===== config.mk =====
export PLATFORM = sky130hd
export DESIGN_NAME = mac_ifmaps_fifo_ctrl_flat
export DESIGN_NICKNAME = d
export VERILOG_FILES = /design/src/rtl/bnn_ctrl_pkg.sv /design/src/rtl/mac_ifmaps_fifo_ctrl_if.sv /design/src/rtl/mac_col_counter.sv /design/src/rtl/mac_ifmaps_fifo_ctrl.sv /design/src/flat_wrapper.sv
export SDC_FILE = /design/constraint.sdc
export NUM_CORES = 1
export LEC_CHECK = 0
export BUFFER_PORTS_ARGS = -buffer_cell sky130_fd_sc_hd__buf_2
export CAP_MARGIN = 15
export CORE_MARGIN = 8
export CORE_UTILIZATION = 40
export DETAILED_ROUTE_END_ITERATION = 8
export PLACE_DENSITY_LB_ADDON = 0.1
export SETUP_SLACK_MARGIN = 0.05
export SLEW_MARGIN = 20
export SYNTH_ARGS = -nofsm -noshare
export SYNTH_HDL_FRONTEND = slang
export SYNTH_SLANG_ARGS = --single-unit

===== constraint.sdc =====
create_clock -name clk -period 2.8 [get_ports clk]
set_input_delay 0.56 -clock clk [delete_from_list [all_inputs] [get_ports clk]]
set_output_delay 0.56 -clock clk [all_outputs]
set_load 0.01 [all_outputs]

===== src/rtl/bnn_ctrl_pkg.sv =====
// Shared controller definitions for the BNN datapath: FSM state encoding and
// the default geometry used by the MAC array and the line buffer.
package bnn_ctrl_pkg;

   typedef enum logic [1:0] {
      IDLE  = 2'd0,
      FILL  = 2'd1,
      RUN   = 2'd2,
      DRAIN = 2'd3
   } state_t;

   localparam int KERNEL_DEF     = 5;
   localparam int IFMAP_W_DEF    = 28;
   localparam int FIFO_DEPTH_DEF = 8;

endpackage


===== src/rtl/mac_ifmaps_fifo_ctrl_if.sv =====
// Control bundle between the ifmaps FIFO controller and its neighbours
// (sequencer, line-buffer source, ifmaps FIFO flags and MAC array).
interface mac_ifmaps_fifo_ctrl_if #(
   parameter int CNT_W = 5
);
   logic             start;
   logic             busy;
   logic             done;
   logic             src_valid;
   logic             src_ready;
   logic             fifo_full;
   logic             fifo_empty;
   logic             ifmaps_input_valid;
   logic             fifo_read;
   logic             mac_ready;
   logic             mac_col_valid;
   logic [CNT_W-1:0] mac_col_idx;
   logic             mac_window_valid;

   modport master (
      input  start, src_valid, fifo_full, fifo_empty, mac_ready,
      output busy, done, src_ready, ifmaps_input_valid, fifo_read,
             mac_col_valid, mac_col_idx, mac_window_valid
   );

   modport slave (
      output start, src_valid, fifo_full, fifo_empty, mac_ready,
      input  busy, done, src_ready, ifmaps_input_valid, fifo_read,
             mac_col_valid, mac_col_idx, mac_window_valid
   );
endinterface


===== src/rtl/mac_col_counter.sv =====
// Saturating column counter: counts enabled cycles up to MAX and holds there;
// tc flags that MAX has been reached. clr restarts it for a new band.
module mac_col_counter #(
   parameter int MAX = 28,
   parameter int W   = $clog2(MAX + 1)
) (
   input  logic         clk,
   input  logic         rst,
   input  logic         clr,
   input  logic         en,
   output logic [W-1:0] cnt,
   output logic         tc
);
   localparam logic [W-1:0] MAX_V = W'(MAX);

   always_ff @(posedge clk or posedge rst) begin
      if (rst) begin
         cnt <= '0;
      end else if (clr) begin
         cnt <= '0;
      end else if (en && !tc) begin
         cnt <= cnt + W'(1);
      end
   end

   assign tc = (cnt == MAX_V);
endmodule


===== src/rtl/mac_ifmaps_fifo_ctrl.sv =====
// Sequences one row-band of ifmap columns into the MAC ifmaps FIFO and out to
// the MAC array; owns only the FIFO strobes, occupancy and column tagging.
module mac_ifmaps_fifo_ctrl
   import bnn_ctrl_pkg::*;
#(
   parameter int KERNEL     = KERNEL_DEF,
   parameter int IFMAP_W    = IFMAP_W_DEF,
   parameter int FIFO_DEPTH = FIFO_DEPTH_DEF,
   parameter int CNT_W      = $clog2(IFMAP_W + 1),
   parameter int OCC_W      = $clog2(FIFO_DEPTH + 1)
) (
   input  logic                   clk,
   input  logic                   rst,
   mac_ifmaps_fifo_ctrl_if.master bus
);
   localparam int                 N_CNT      = 2;
   localparam logic [OCC_W-1:0]   KERNEL_OCC = OCC_W'(KERNEL);
   localparam logic [CNT_W-1:0]   LAST_COL   = CNT_W'(IFMAP_W - 1);
   localparam logic [CNT_W-1:0]   FIRST_WIN  = CNT_W'(KERNEL - 1);

   state_t             state_reg, state_next;
   logic [OCC_W-1:0]   occ_reg, occ_next;
   logic               col_valid_reg;
   logic [CNT_W-1:0]   col_idx_reg;
   logic               win_valid_reg;

   logic               band_start;
   logic               src_ready;
   logic               wr_en;
   logic               rd_en;
   logic [CNT_W-1:0]   wr_cnt, rd_cnt;
   logic               wr_tc, rd_tc;
   logic [N_CNT-1:0]   cnt_en, cnt_tc;
   logic [CNT_W-1:0]   cnt_val [N_CNT];

   // Slot 0 counts FIFO writes, slot 1 counts FIFO reads.
   assign cnt_en = {rd_en, wr_en};

   generate
      for (genvar gi = 0; gi < N_CNT; gi++) begin : g_cnt
         mac_col_counter #(
            .MAX (IFMAP_W),
            .W   (CNT_W)
         ) u_cnt (
            .clk (clk),
            .rst (rst),
            .clr (band_start),
            .en  (cnt_en[gi]),
            .cnt (cnt_val[gi]),
            .tc  (cnt_tc[gi])
         );
      end
   endgenerate

   assign wr_cnt = cnt_val[0];
   assign rd_cnt = cnt_val[1];
   assign wr_tc  = cnt_tc[0];
   assign rd_tc  = cnt_tc[1];

   assign band_start = (state_reg == IDLE) && bus.start;
   assign src_ready  = ((state_reg == FILL) || (state_reg == RUN))
                       && !bus.fifo_full && !wr_tc;
   assign wr_en      = bus.src_valid && src_ready;
   assign rd_en      = (state_reg == RUN) && bus.mac_ready
                       && !bus.fifo_empty && !rd_tc;

   always_comb begin
      occ_next = occ_reg;
      if (wr_en && !rd_en) begin
         occ_next = occ_reg + OCC_W'(1);
      end else if (rd_en && !wr_en) begin
         occ_next = occ_reg - OCC_W'(1);
      end
   end

   // FILL looks at the occupancy being registered this cycle so that RUN
   // starts right after the KERNEL-th column lands in the FIFO.
   always_comb begin
      state_next = state_reg;
      case (state_reg)
         IDLE:  if (bus.start) state_next = FILL;
         FILL:  if (occ_next >= KERNEL_OCC) state_next = RUN;
         RUN:   if (rd_en && (rd_cnt == LAST_COL)) state_next = DRAIN;
         DRAIN: state_next = IDLE;
         default: state_next = IDLE;
      endcase
   end

   always_ff @(posedge clk or posedge rst) begin
      if (rst) begin
         state_reg     <= IDLE;
         occ_reg       <= '0;
         col_valid_reg <= 1'b0;
         col_idx_reg   <= '0;
         win_valid_reg <= 1'b0;
      end else begin
         state_reg     <= state_next;
         occ_reg       <= occ_next;
         col_valid_reg <= rd_en;
         win_valid_reg <= rd_en && (rd_cnt >= FIRST_WIN);
         if (rd_en) begin
            col_idx_reg <= rd_cnt;
         end
      end
   end

   assign bus.busy               = (state_reg != IDLE);
   assign bus.done               = (state_reg == DRAIN);
   assign bus.src_ready          = src_ready;
   assign bus.ifmaps_input_valid = wr_en;
   assign bus.fifo_read          = rd_en;
   assign bus.mac_col_valid      = col_valid_reg;
   assign bus.mac_col_idx        = col_idx_reg;
   assign bus.mac_window_valid   = win_valid_reg;
endmodule


===== src/flat_wrapper.sv =====
// flat-port wrapper written by rule: the top's interface ports become plain ports
module mac_ifmaps_fifo_ctrl_flat import bnn_ctrl_pkg::*;
#(
   parameter int KERNEL     = KERNEL_DEF,
   parameter int IFMAP_W    = IFMAP_W_DEF,
   parameter int FIFO_DEPTH = FIFO_DEPTH_DEF,
   parameter int CNT_W      = $clog2(IFMAP_W + 1),
   parameter int OCC_W      = $clog2(FIFO_DEPTH + 1)
)
  (clk, rst, bus_start, bus_src_valid, bus_fifo_full, bus_fifo_empty, bus_mac_ready, bus_busy, bus_done, bus_src_ready, bus_ifmaps_input_valid, bus_fifo_read, bus_mac_col_valid, bus_mac_col_idx, bus_mac_window_valid);
  mac_ifmaps_fifo_ctrl_if #(.CNT_W(CNT_W)) bus_i ();
  input  logic clk;
  input  logic rst;
  input wire logic [$bits(bus_i.start)-1:0] bus_start;
  input wire logic [$bits(bus_i.src_valid)-1:0] bus_src_valid;
  input wire logic [$bits(bus_i.fifo_full)-1:0] bus_fifo_full;
  input wire logic [$bits(bus_i.fifo_empty)-1:0] bus_fifo_empty;
  input wire logic [$bits(bus_i.mac_ready)-1:0] bus_mac_ready;
  output wire logic [$bits(bus_i.busy)-1:0] bus_busy;
  output wire logic [$bits(bus_i.done)-1:0] bus_done;
  output wire logic [$bits(bus_i.src_ready)-1:0] bus_src_ready;
  output wire logic [$bits(bus_i.ifmaps_input_valid)-1:0] bus_ifmaps_input_valid;
  output wire logic [$bits(bus_i.fifo_read)-1:0] bus_fifo_read;
  output wire logic [$bits(bus_i.mac_col_valid)-1:0] bus_mac_col_valid;
  output wire logic [$bits(bus_i.mac_col_idx)-1:0] bus_mac_col_idx;
  output wire logic [$bits(bus_i.mac_window_valid)-1:0] bus_mac_window_valid;
  assign bus_i.start = bus_start;
  assign bus_i.src_valid = bus_src_valid;
  assign bus_i.fifo_full = bus_fifo_full;
  assign bus_i.fifo_empty = bus_fifo_empty;
  assign bus_i.mac_ready = bus_mac_ready;
  assign bus_busy = bus_i.busy;
  assign bus_done = bus_i.done;
  assign bus_src_ready = bus_i.src_ready;
  assign bus_ifmaps_input_valid = bus_i.ifmaps_input_valid;
  assign bus_fifo_read = bus_i.fifo_read;
  assign bus_mac_col_valid = bus_i.mac_col_valid;
  assign bus_mac_col_idx = bus_i.mac_col_idx;
  assign bus_mac_window_valid = bus_i.mac_window_valid;
  mac_ifmaps_fifo_ctrl #(.KERNEL(KERNEL), .IFMAP_W(IFMAP_W), .FIFO_DEPTH(FIFO_DEPTH), .CNT_W(CNT_W), .OCC_W(OCC_W)) u_core (.clk(clk), .rst(rst), .bus(bus_i));
endmodule

* Word level (Yosys, flattened, before mapping) *
Cells that the tools add are included.
Widths: inputs -> output; s select.

operators by class
  add/subtract/negate cells = 4
  $lt $le $gt $ge = 2
  equal/unequal tests = 9
  muxes and demuxes = 10
  reductions and logical operators = 25

operators by type and width
  kind                 count
  $mux 5               4
  $eq 5x5->1 const B   3
  $logic_and 1x1->1    13
  $add 5x1->5 const B  2
  $mux 4               2
  $pmux 2 s4           1
  $logic_not 1->1      6
  $mux 2               3
  $ne 2x2->1 const B   3
  $reduce_bool 2->1    3
  $ge 5x3->1 const B   1
  $add 4x1->4 const B  1
  $eq 2x2->1 const B   2
  $ge 4x3->1 const B   1
  $sub 4x1->4 const B  1
  $reduce_and 3->1     1
  $eq 2x1->1 const B   1
  $logic_not 2->1      1
  $logic_or 1x1->1     1

word-level totals
  flip-flop bits (word level) = 23
  input port bits = 7
  output and inout port bits = 12
  logic and storage cells = 57

* Longest topological paths before layout *
Gate-level depths: netlist of the first run.

  depth after elaboration = 12
  mapped depth = 11
  mapped depth without buffers = 10

* By module *
Synthesis of the first run repeated with hierarchy kept, for this count alone.

unflattened totals
  cells, all modules = 134
  area total of the unflattened synthesis = 1372.6 µm²

modules (own cells, without submodules)
  module                times used  cells each  area each (µm²)  sequential area each (µm²)
  mac_ifmaps_fifo_ctrl  1           78          787.0            325.3
  mac_col_counter       2           28          292.8            125.1

* Least setup slack after synthesis of the first run *
Ideal clock, no wire load.

  path kind = register to register
  start = register u_core.state_reg[0]
  end = register u_core.state_reg[1]
  setup time = 0.125 ns
  arrival = 2.020 ns
  data required time = 2.675 ns
  slack = 0.655 ns
  stages on the path, launching flop included = 12
  buffers on the path = 1
  clock period less this slack = 2.145 ns
  cell sequence = dfrtp_1 -> inv_1 -> ha_1 -> and3b_1 -> nand2_4 -> inv_2 -> buf_6 -> o21ai_2 -> o2111ai_1 -> o211ai_2 -> nand2_2 -> mux2_4

between the ends
  elaborated cells on any way between the ends = 24
  those cells by class = 1 x order compare; 6 x eq/ne; 3 x mux; 14 x reduce/logical

RTL lines
  item                                                         line                                                    source
  from (decl)                                                  mac_ifmaps_fifo_ctrl.sv:21                              state_t state_reg, state_next;
  from (signal assigned)                                       mac_ifmaps_fifo_ctrl.sv:97                              state_reg <= state_next;
  $eq 2x2->1 *                                                 mac_ifmaps_fifo_ctrl.sv:64                              assign rd_en = (state_reg == RUN) && bus.mac_ready
  $logic_and 1x1->1 *                                          mac_ifmaps_fifo_ctrl.sv:64
  $logic_and 1x1->1 * (2 in a row)                             mac_ifmaps_fifo_ctrl.sv:65                              && !bus.fifo_empty && !rd_tc;
  via bus_fifo_read                                            flat_wrapper.sv:23                                      output wire logic [$bits(bus_i.fifo_read)-1:0] bus_fifo_read;
  $logic_and 1x1->1 / $logic_not 1->1 (equally long branches)  mac_ifmaps_fifo_ctrl.sv:71, mac_ifmaps_fifo_ctrl.sv:69
  $mux 4 / $logic_and 1x1->1 (equally long branches)           mac_ifmaps_fifo_ctrl.sv:71, mac_ifmaps_fifo_ctrl.sv:69
  $mux 4                                                       mac_ifmaps_fifo_ctrl.sv:69                              if (wr_en && !rd_en) begin
  $ge 4x3->1                                                   mac_ifmaps_fifo_ctrl.sv:82                              FILL: if (occ_next >= KERNEL_OCC) state_next = RUN;
  $ne 2x2->1 (no line)                                         -
  $reduce_and 3->1 (no line) *                                 -

The timed path passes the listed nets; every way through them passes the cells marked *.
A chain may end at the register's enable or synchronous reset.

* Final worst setup path of the first run *
  start = register u_core.state_reg[0]
  end = output bus_fifo_read

between the ends
  cells in the longest elaborated chain, start to end = 4

RTL lines
  item                            line
  $eq 2x2->1                      mac_ifmaps_fifo_ctrl.sv:64
  $logic_and 1x1->1               mac_ifmaps_fifo_ctrl.sv:64
  $logic_and 1x1->1 (2 in a row)  mac_ifmaps_fifo_ctrl.sv:65
  to (decl)                       flat_wrapper.sv:23

No other way between the ends.

==> results of run 1 <==
## power by group through the flow
stage | Clock (mW) | Sequential (mW) | Combinational, mW
2_1_floorplan | 0 | 0.575 | 0.538
3_3_place_gp | 0 | 0.576 | 0.706
3_5_place_dp | 0 | 0.583 | 0.708
4_1_cts | 0.174 | 0.575 | 0.718
5_1_grt | 0.184 | 0.592 | 0.805
6_report | 0.169 | 0.575 | 0.708
## worst min-delay path by stage
stage,from,endpoint,slack [ps]
2_1_floorplan,u_core.g_cnt[0].u_cnt.cnt[4]$_DFFE_PP0P_,u_core.g_cnt[0].u_cnt.cnt[4]$_DFFE_PP0P_,510
3_3_place_gp,u_core.bus.mac_col_idx[0]$_DFFE_PP0P_,u_core.bus.mac_col_idx[0]$_DFFE_PP0P_,460
3_5_place_dp,u_core.bus.mac_col_idx[2]$_DFFE_PP0P_,u_core.bus.mac_col_idx[2]$_DFFE_PP0P_,470
4_1_cts,rst,u_core.bus.mac_col_idx[4]$_DFFE_PP0P_,450
5_1_grt,rst,u_core.bus.mac_col_idx[2]$_DFFE_PP0P_,490
6_report,rst,u_core.bus.mac_col_idx[4]$_DFFE_PP0P_,400
## metrics by stage
stage | instance area [µm²] | power (mW) | worst slack, ps
2_1_floorplan | 1340 | 1.11 | 655
3_3_place_gp | 1480 | 1.28 | 400
3_5_place_dp | 1480 | 1.29 | 385
4_1_cts | 1510 | 1.47 | 285
5_1_grt | 1510 | 1.58 | 159
6_report | 1510 | 1.45 | 312
## logic make-up (layout without fill, tap and decap cells)
group	Yosys count	after routing	synth area share, %
and+or+nand+nor	46	46	20.8
DFF	23	23	42.9
AOI/OAI and AO/OA	18	18	10.5
buffers and inverters	15	35	4.75
xor gates and xnor gates	12	12	8.39
adders and majority gates	10	10	9.32
muxes	4	4	3.35
## layer usage
layer | GRT usage, % | part of all wire (%) | vias to the layer above
li1 | - | - | 472
met1 | 13.0 | 49 | 460
met2 | 17.6 | 47 | 17
met3 | 2.70 | 3.3 | 4
met4 | 4.66 | 1.2 | 0
met5 | 0 | 0 | -
## synthesized netlist by cell type, types with 2 or more instances
master    count
a21oi_1       2
dfrtp_1      23
ha_1         10
inv_1        12
mux2i_1       3
nand2_1      13
nand4_1       5
nor2_1       13
o211ai_2      2
o21ai_0       7
xnor2_1       5
xor2_1        6
## area by class of cell
| cell class | instances | area (µm²) | area share (%) |
|---|---|---|---|
| clock buffer | 3 | 22.5 | 1.50 |
| clock inverter | 1 | 7.51 | 0.499 |
| inverter | 13 | 48.8 | 3.24 |
| multi-input combinational | 90 | 703 | 46.7 |
| sequential | 23 | 576 | 38.2 |
| tap | 46 | 57.6 | 3.82 |
| timing repair buffer | 18 | 90.1 | 5.99 |
==> results.py, run 1 <==
metrics = {
    "placement": {
        "routabilityCongestion": 0.783,
        "dp.cells": 190,
        "numPortBuffers": 18,
        "dp_hpwl_mm": 1.93,
    },
    "critical_path": {
        "critical_path.top_delay_family": "buffers and inverters",
        "crit_cells": 6,
        "endpoint": "bus_fifo_read",
        "cp_num_buf_inv": 3,
        "slowest_delay_ps": 430,
        "regToRegStartpoint": "u_core.state_reg[0]$_DFFE_PP0P_",
        "cp-start-kind": "flip-flop",
        "crit_type": "flip-flop to output pin",
        "cp_max_fo": 12,
        "reg2reg_depth": 10,
        "worstSetupStartpoint": "u_core.state_reg[0]$_DFFE_PP0P_",
        "worstPathArrival_ps": 1930,
        "r2r_slack_ps": 380,
        "crit_path_top_delay_cell": "dfrtp_1",
        "reg2reg_to": "u_core.state_reg[1]$_DFFE_PP0P_",
        "critical_path_required_ps": 2240,
        "end_kind": "output pin",
        "cp_cell_sequence": "inv_1 > ha_1 > and3b_1 > nand2_4 > inv_2 > buf_2",
    },
    "die": {
        "die_area_um2": 5470,
        "ios": 19,
        "die_y_um": 73.9,
        "rows": 21,
        "start_util_pct": 40.9,
        "dieWidth_um": 73.9,
        "coreArea_um2": 3280,
    },
    "power": {
        "power_leakage_nw": 0.748,
        "pwr-share-comb_pct": 48.7,
        "cell_internal_pwr_uw": 831,
        "p_per_area_nw_per_um2": 965,
        "power.switching_uw": 621,
        "pwr-share-clk_pct": 11.6,
        "ir_worst_vdd_uv": 345,
        "seqPwrFrac_pct": 39.6,
        "p_sw_share_pct": 42.8,
    },
    "logic_synthesis": {
        "synth_area_leaders": "dfrtp_1, ha_1, xor2_1",
        "synth_top_area_share_pct": 42.9,
        "synthesis.nets": 145,
        "yosysTopAreaCell": "dfrtp_1",
        "async_reset_ff_share_pct": 100,
        "yosys_most_used_dff": "dfrtp_1",
        "synth_seq_cells": 23,
        "seq_area_frac_synth_pct": 42.9,
        "synth_edf_count": 0,
        "yosys_warnings": 0,
        "syn_area_per_cell_um2": 10.5,
        "synthesis.area_um2": 1340,
        "ys_types": 39,
        "synth_cells": 128,
    },
    "layout": {
        "stdcell_count": 194,
        "layout_commonest_cell": "dfrtp_1",
        "drive_above_1_share_pct": 25.0,
        "largest_reg_flops": 10,
        "fillCellCount": 318,
        "area_delta_synth_final_pct": 12.1,
        "nNetsFinal": 166,
        "diodes": 0,
        "final_cell_mix": "dfrtp_1, buf_2, nor2_1, nand2_1, inv_1",
        "final_util_pct": 45.8,
    },
    "sta": {
        "setup_viol": 0,
        "whs_ps": 395,
        "post-route-period-util_pct": 88.9,
        "skew_ps": 3.40,
        "maxSlewHeadroom_pct": 40.6,
        "min_period_ps": 2490,
        "report.final.slew_viol_count": 0,
        "finalHoldViolations": 0,
        "max_freq_mhz": 402,
        "worstMarginPinSlew_ps": 890,
        "rsz0062_at_grt": "false",
        "setup-tns-final_ps": 0,
    },
    "clock_tree": {
        "cts_buffers": 3,
        "h-tree-depth": 1,
        "clk_root_buffer_cell": "clkbuf_4",
        "clock_latency_ps": 330,
        "postCtsSetupBuffers": 0,
        "hold_buffers": 0,
        "cts_resized": 0,
        "cts_tree": "yes",
        "cts_sinks": 23,
        "clkTransAtPathRegs_ps": 140,
        "cts_buffer_depth": 2,
    },
    "routing": {
        "vias": 953,
        "drt-initial-drc-count": 44,
        "first_pass_iters": 4,
        "drcViolationCount": 0,
        "vias_per_cell": 4.91,
        "drt_wl_total_mm": 2.63,
        "wire_per_inst_um": 13.6,
        "drt.antenna.violating_nets": 0,
    },
    "global_routing": {
        "antenna_found_initial": 0,
        "grt_pass1_wl_mm": 4.54,
        "grt_max_degree": 24,
        "grt_usage_pct": 10.8,
        "overflow": 0,
        "grt_pass1_vias": 958,
    },
    "outcome": {
        "outcome": "complete, no violations",
    },
    "min_path": {
        "hold_class": "input pin to asynchronous set/reset pin",
    },
    "flow_run": {
        "drv_cap": 0,
    },
}
Power figures use the tool's default switching activity.
==> run 2: changes to the inputs <==
- SYNTH_HIERARCHICAL: unset -> 1
==> results.py, run 2 <==
metrics = {
    "global_routing": {
        "grt_max_degree": 16,
        "grt_pass1_vias": 1048,
        "grt_usage_pct": 11.2,
        "antenna_found_initial": 0,
        "overflow": 0,
        "grt_pass1_wl_mm": 4.85,
    },
    "die": {
        "ios": 19,
        "die_y_um": 74.6,
        "coreArea_um2": 3310,
        "start_util_pct": 41.5,
        "die_area_um2": 5560,
        "rows": 21,
        "dieWidth_um": 74.6,
    },
    "sta": {
        "post-route-period-util_pct": 93.8,
        "setup_viol": 0,
        "finalHoldViolations": 0,
        "report.final.slew_viol_count": 0,
        "maxSlewHeadroom_pct": 68.1,
        "skew_ps": 3.86,
        "max_freq_mhz": 381,
        "rsz0062_at_grt": "false",
        "setup-tns-final_ps": 0,
        "min_period_ps": 2630,
        "worstMarginPinSlew_ps": 479,
    },
    "flow_run": {
        "drv_cap": 0,
    },
    "placement": {
        "dp.cells": 202,
        "dp_hpwl_mm": 2.16,
        "place_area_um2": 1550,
        "routabilityCongestion": 0.753,
        "numPortBuffers": 18,
    },
    "clock_tree": {
        "cts_tree": "yes",
        "cts_sinks": 23,
        "hold_buffers": 0,
        "clkTransAtPathRegs_ps": 130,
        "cts_buffer_depth": 2,
        "cts_buffers": 3,
        "h-tree-depth": 1,
        "clk_root_buffer_cell": "clkbuf_4",
        "clock_latency_ps": 310,
    },
    "routing": {
        "vias": 1031,
        "drcViolationCount": 0,
        "first_pass_iters": 4,
        "drt_wl_total_mm": 2.85,
        "drt.antenna.violating_nets": 0,
        "vias_per_cell": 4.96,
        "wire_per_inst_um": 13.7,
        "drt-initial-drc-count": 57,
    },
    "min_path": {
        "hold_class": "input pin to asynchronous set/reset pin",
    },
    "logic_synthesis": {
        "synth_seq_cells": 23,
        "yosysTopAreaCell": "dfrtp_1",
        "synthesis.nets": 152,
        "synth_area_leaders": "dfrtp_1, ha_1, nand2_1",
        "synthTopCellsByCount": "dfrtp_1, nand2_1, inv_1",
        "yosysMostFrequentCell": "dfrtp_1",
        "synth_top_area_share_pct": 41.9,
        "ys_types": 38,
        "seq_area_frac_synth_pct": 41.9,
        "synth_cells": 134,
        "yosys_most_used_dff": "dfrtp_1",
        "syn_area_per_cell_um2": 10.2,
        "synthesis.area_um2": 1370,
        "yosys_warnings": 6,
        "async_reset_ff_share_pct": 100,
        "synth_edf_count": 0,
    },
    "critical_path": {
        "critical_path_required_ps": 3010,
        "worstPathArrival_ps": 2840,
        "cp-start-kind": "flip-flop",
        "crit_type": "flip-flop to flip-flop",
        "r2r_slack_ps": 170,
        "cp_max_fo": 7,
        "reg2reg_to": "u_core/state_reg[1]$_DFFE_PP0P_",
        "regToRegStartpoint": "u_core/g_cnt[0].u_cnt/cnt[0]$_DFFE_PP0P_",
        "end_kind": "flip-flop",
        "reg2reg_depth": 10,
    },
    "layout": {
        "largest_reg_flops": 10,
        "nNetsFinal": 181,
        "stdcell_count": 208,
        "layout_commonest_cell": "dfrtp_1",
        "area_delta_synth_final_pct": 19.1,
        "fillCellCount": 328,
        "final_cell_mix": "dfrtp_1, buf_2, nand2_1",
        "diodes": 0,
        "stdcell_area_um2": 1630,
        "drive_above_1_share_pct": 30.9,
    },
    "power": {
        "p_per_area_nw_per_um2": 877,
        "ir_worst_vdd_uv": 325,
        "power_leakage_nw": 0.845,
    },
    "outcome": {
        "outcome": "complete, no violations",
    },
}
-- run 2: per-stage QoR --
stage | setup WS (ps) | power (mW) | hold slack, ps | utilization, %
global placement | 189 | 1.18 | 454 | 46.8
finish | 174 | 1.43 | 151 | 49.4
global route | 42.8 | 1.56 | 142 | 49.4
detailed placement | 148 | 1.21 | 462 | 46.8
CTS | 109 | 1.37 | 143 | 47.6
floorplan | 103 | 1.01 | 339 | -
-- run 2: repair_timing --
action                                  in CTS  in global routing
buffers inserted                             0                  2
endpoints found under the setup margin       0                  2
gates resized for setup                      0                 10
-- run 2: final cells by class --
| class | instances | area [µm²] | share of cell area (%) |
|---|---|---|---|
| multi-input combinational | 92 | 756 | 46.2 |
| sequential | 23 | 576 | 35.2 |
| clock buffer | 3 | 22.5 | 1.38 |
| clock inverter | 1 | 5.00 | 0.306 |
| tap | 46 | 57.6 | 3.52 |
| inverter | 17 | 63.8 | 3.91 |
| timing repair buffer | 26 | 154 | 9.42 |
-- run 2: cell families (layout without fill, tap and decap cells) --
kind of cell	after synthesis	after routing	synth area share (%)
compound gates	22	22	12.9
xor+xnor	3	3	1.91
fa+ha+maj	11	11	10.0
buf+inv	19	47	5.83
flops	23	23	41.9
mux	4	4	3.46
simple gates	52	52	23.9
-- run 2: how the worst max path moves through the flow --
stage | from | to | slack (ps)
2_1_floorplan | u_core/g_cnt[0].u_cnt/cnt[0]$_DFFE_PP0P_ | u_core/state_reg[1]$_DFFE_PP0P_ | 100
3_3_place_gp | u_core/g_cnt[0].u_cnt/cnt[0]$_DFFE_PP0P_ | u_core/state_reg[1]$_DFFE_PP0P_ | 190
3_5_place_dp | u_core/g_cnt[0].u_cnt/cnt[0]$_DFFE_PP0P_ | u_core/state_reg[1]$_DFFE_PP0P_ | 150
4_1_cts | u_core/g_cnt[0].u_cnt/cnt[0]$_DFFE_PP0P_ | u_core/state_reg[1]$_DFFE_PP0P_ | 110
5_1_grt | u_core/g_cnt[0].u_cnt/cnt[0]$_DFFE_PP0P_ | u_core/state_reg[1]$_DFFE_PP0P_ | 40
6_report | u_core/g_cnt[0].u_cnt/cnt[0]$_DFFE_PP0P_ | u_core/state_reg[1]$_DFFE_PP0P_ | 170
-- run 2: critical path, cell delays in order (launching register included) --
cell and delay [ps]:
dfrtp_1 410, inv_1 100, ha_2 210, nand4_4 160, inv_2 90, and4bb_2 270
and2_1 200, a41oi_4 250, mux2_4 330, a32oi_4 180, mux2_1 340
-- run 2: routing by layer --
| metal | wire length [µm] | global-route usage [%] | share of wire (%) | vias up |
|---|---|---|---|---|
| li1 | - | - | - | 520 |
| met1 | 1310 | 13.8 | 46 | 499 |
| met2 | 1410 | 18.3 | 49 | 10 |
| met3 | 109 | 3.64 | 3.8 | 2 |
| met4 | 19 | 2.61 | 0.67 | 0 |
| met5 | 0 | 0 | 0 | - |
-- run 2: where the power goes --
part           total, mW  switching, mW  internal (mW)
clock              0.153         0.0995         0.0534
combinational      0.739          0.384          0.356
sequential         0.540          0.108          0.432
total               1.43          0.591          0.842
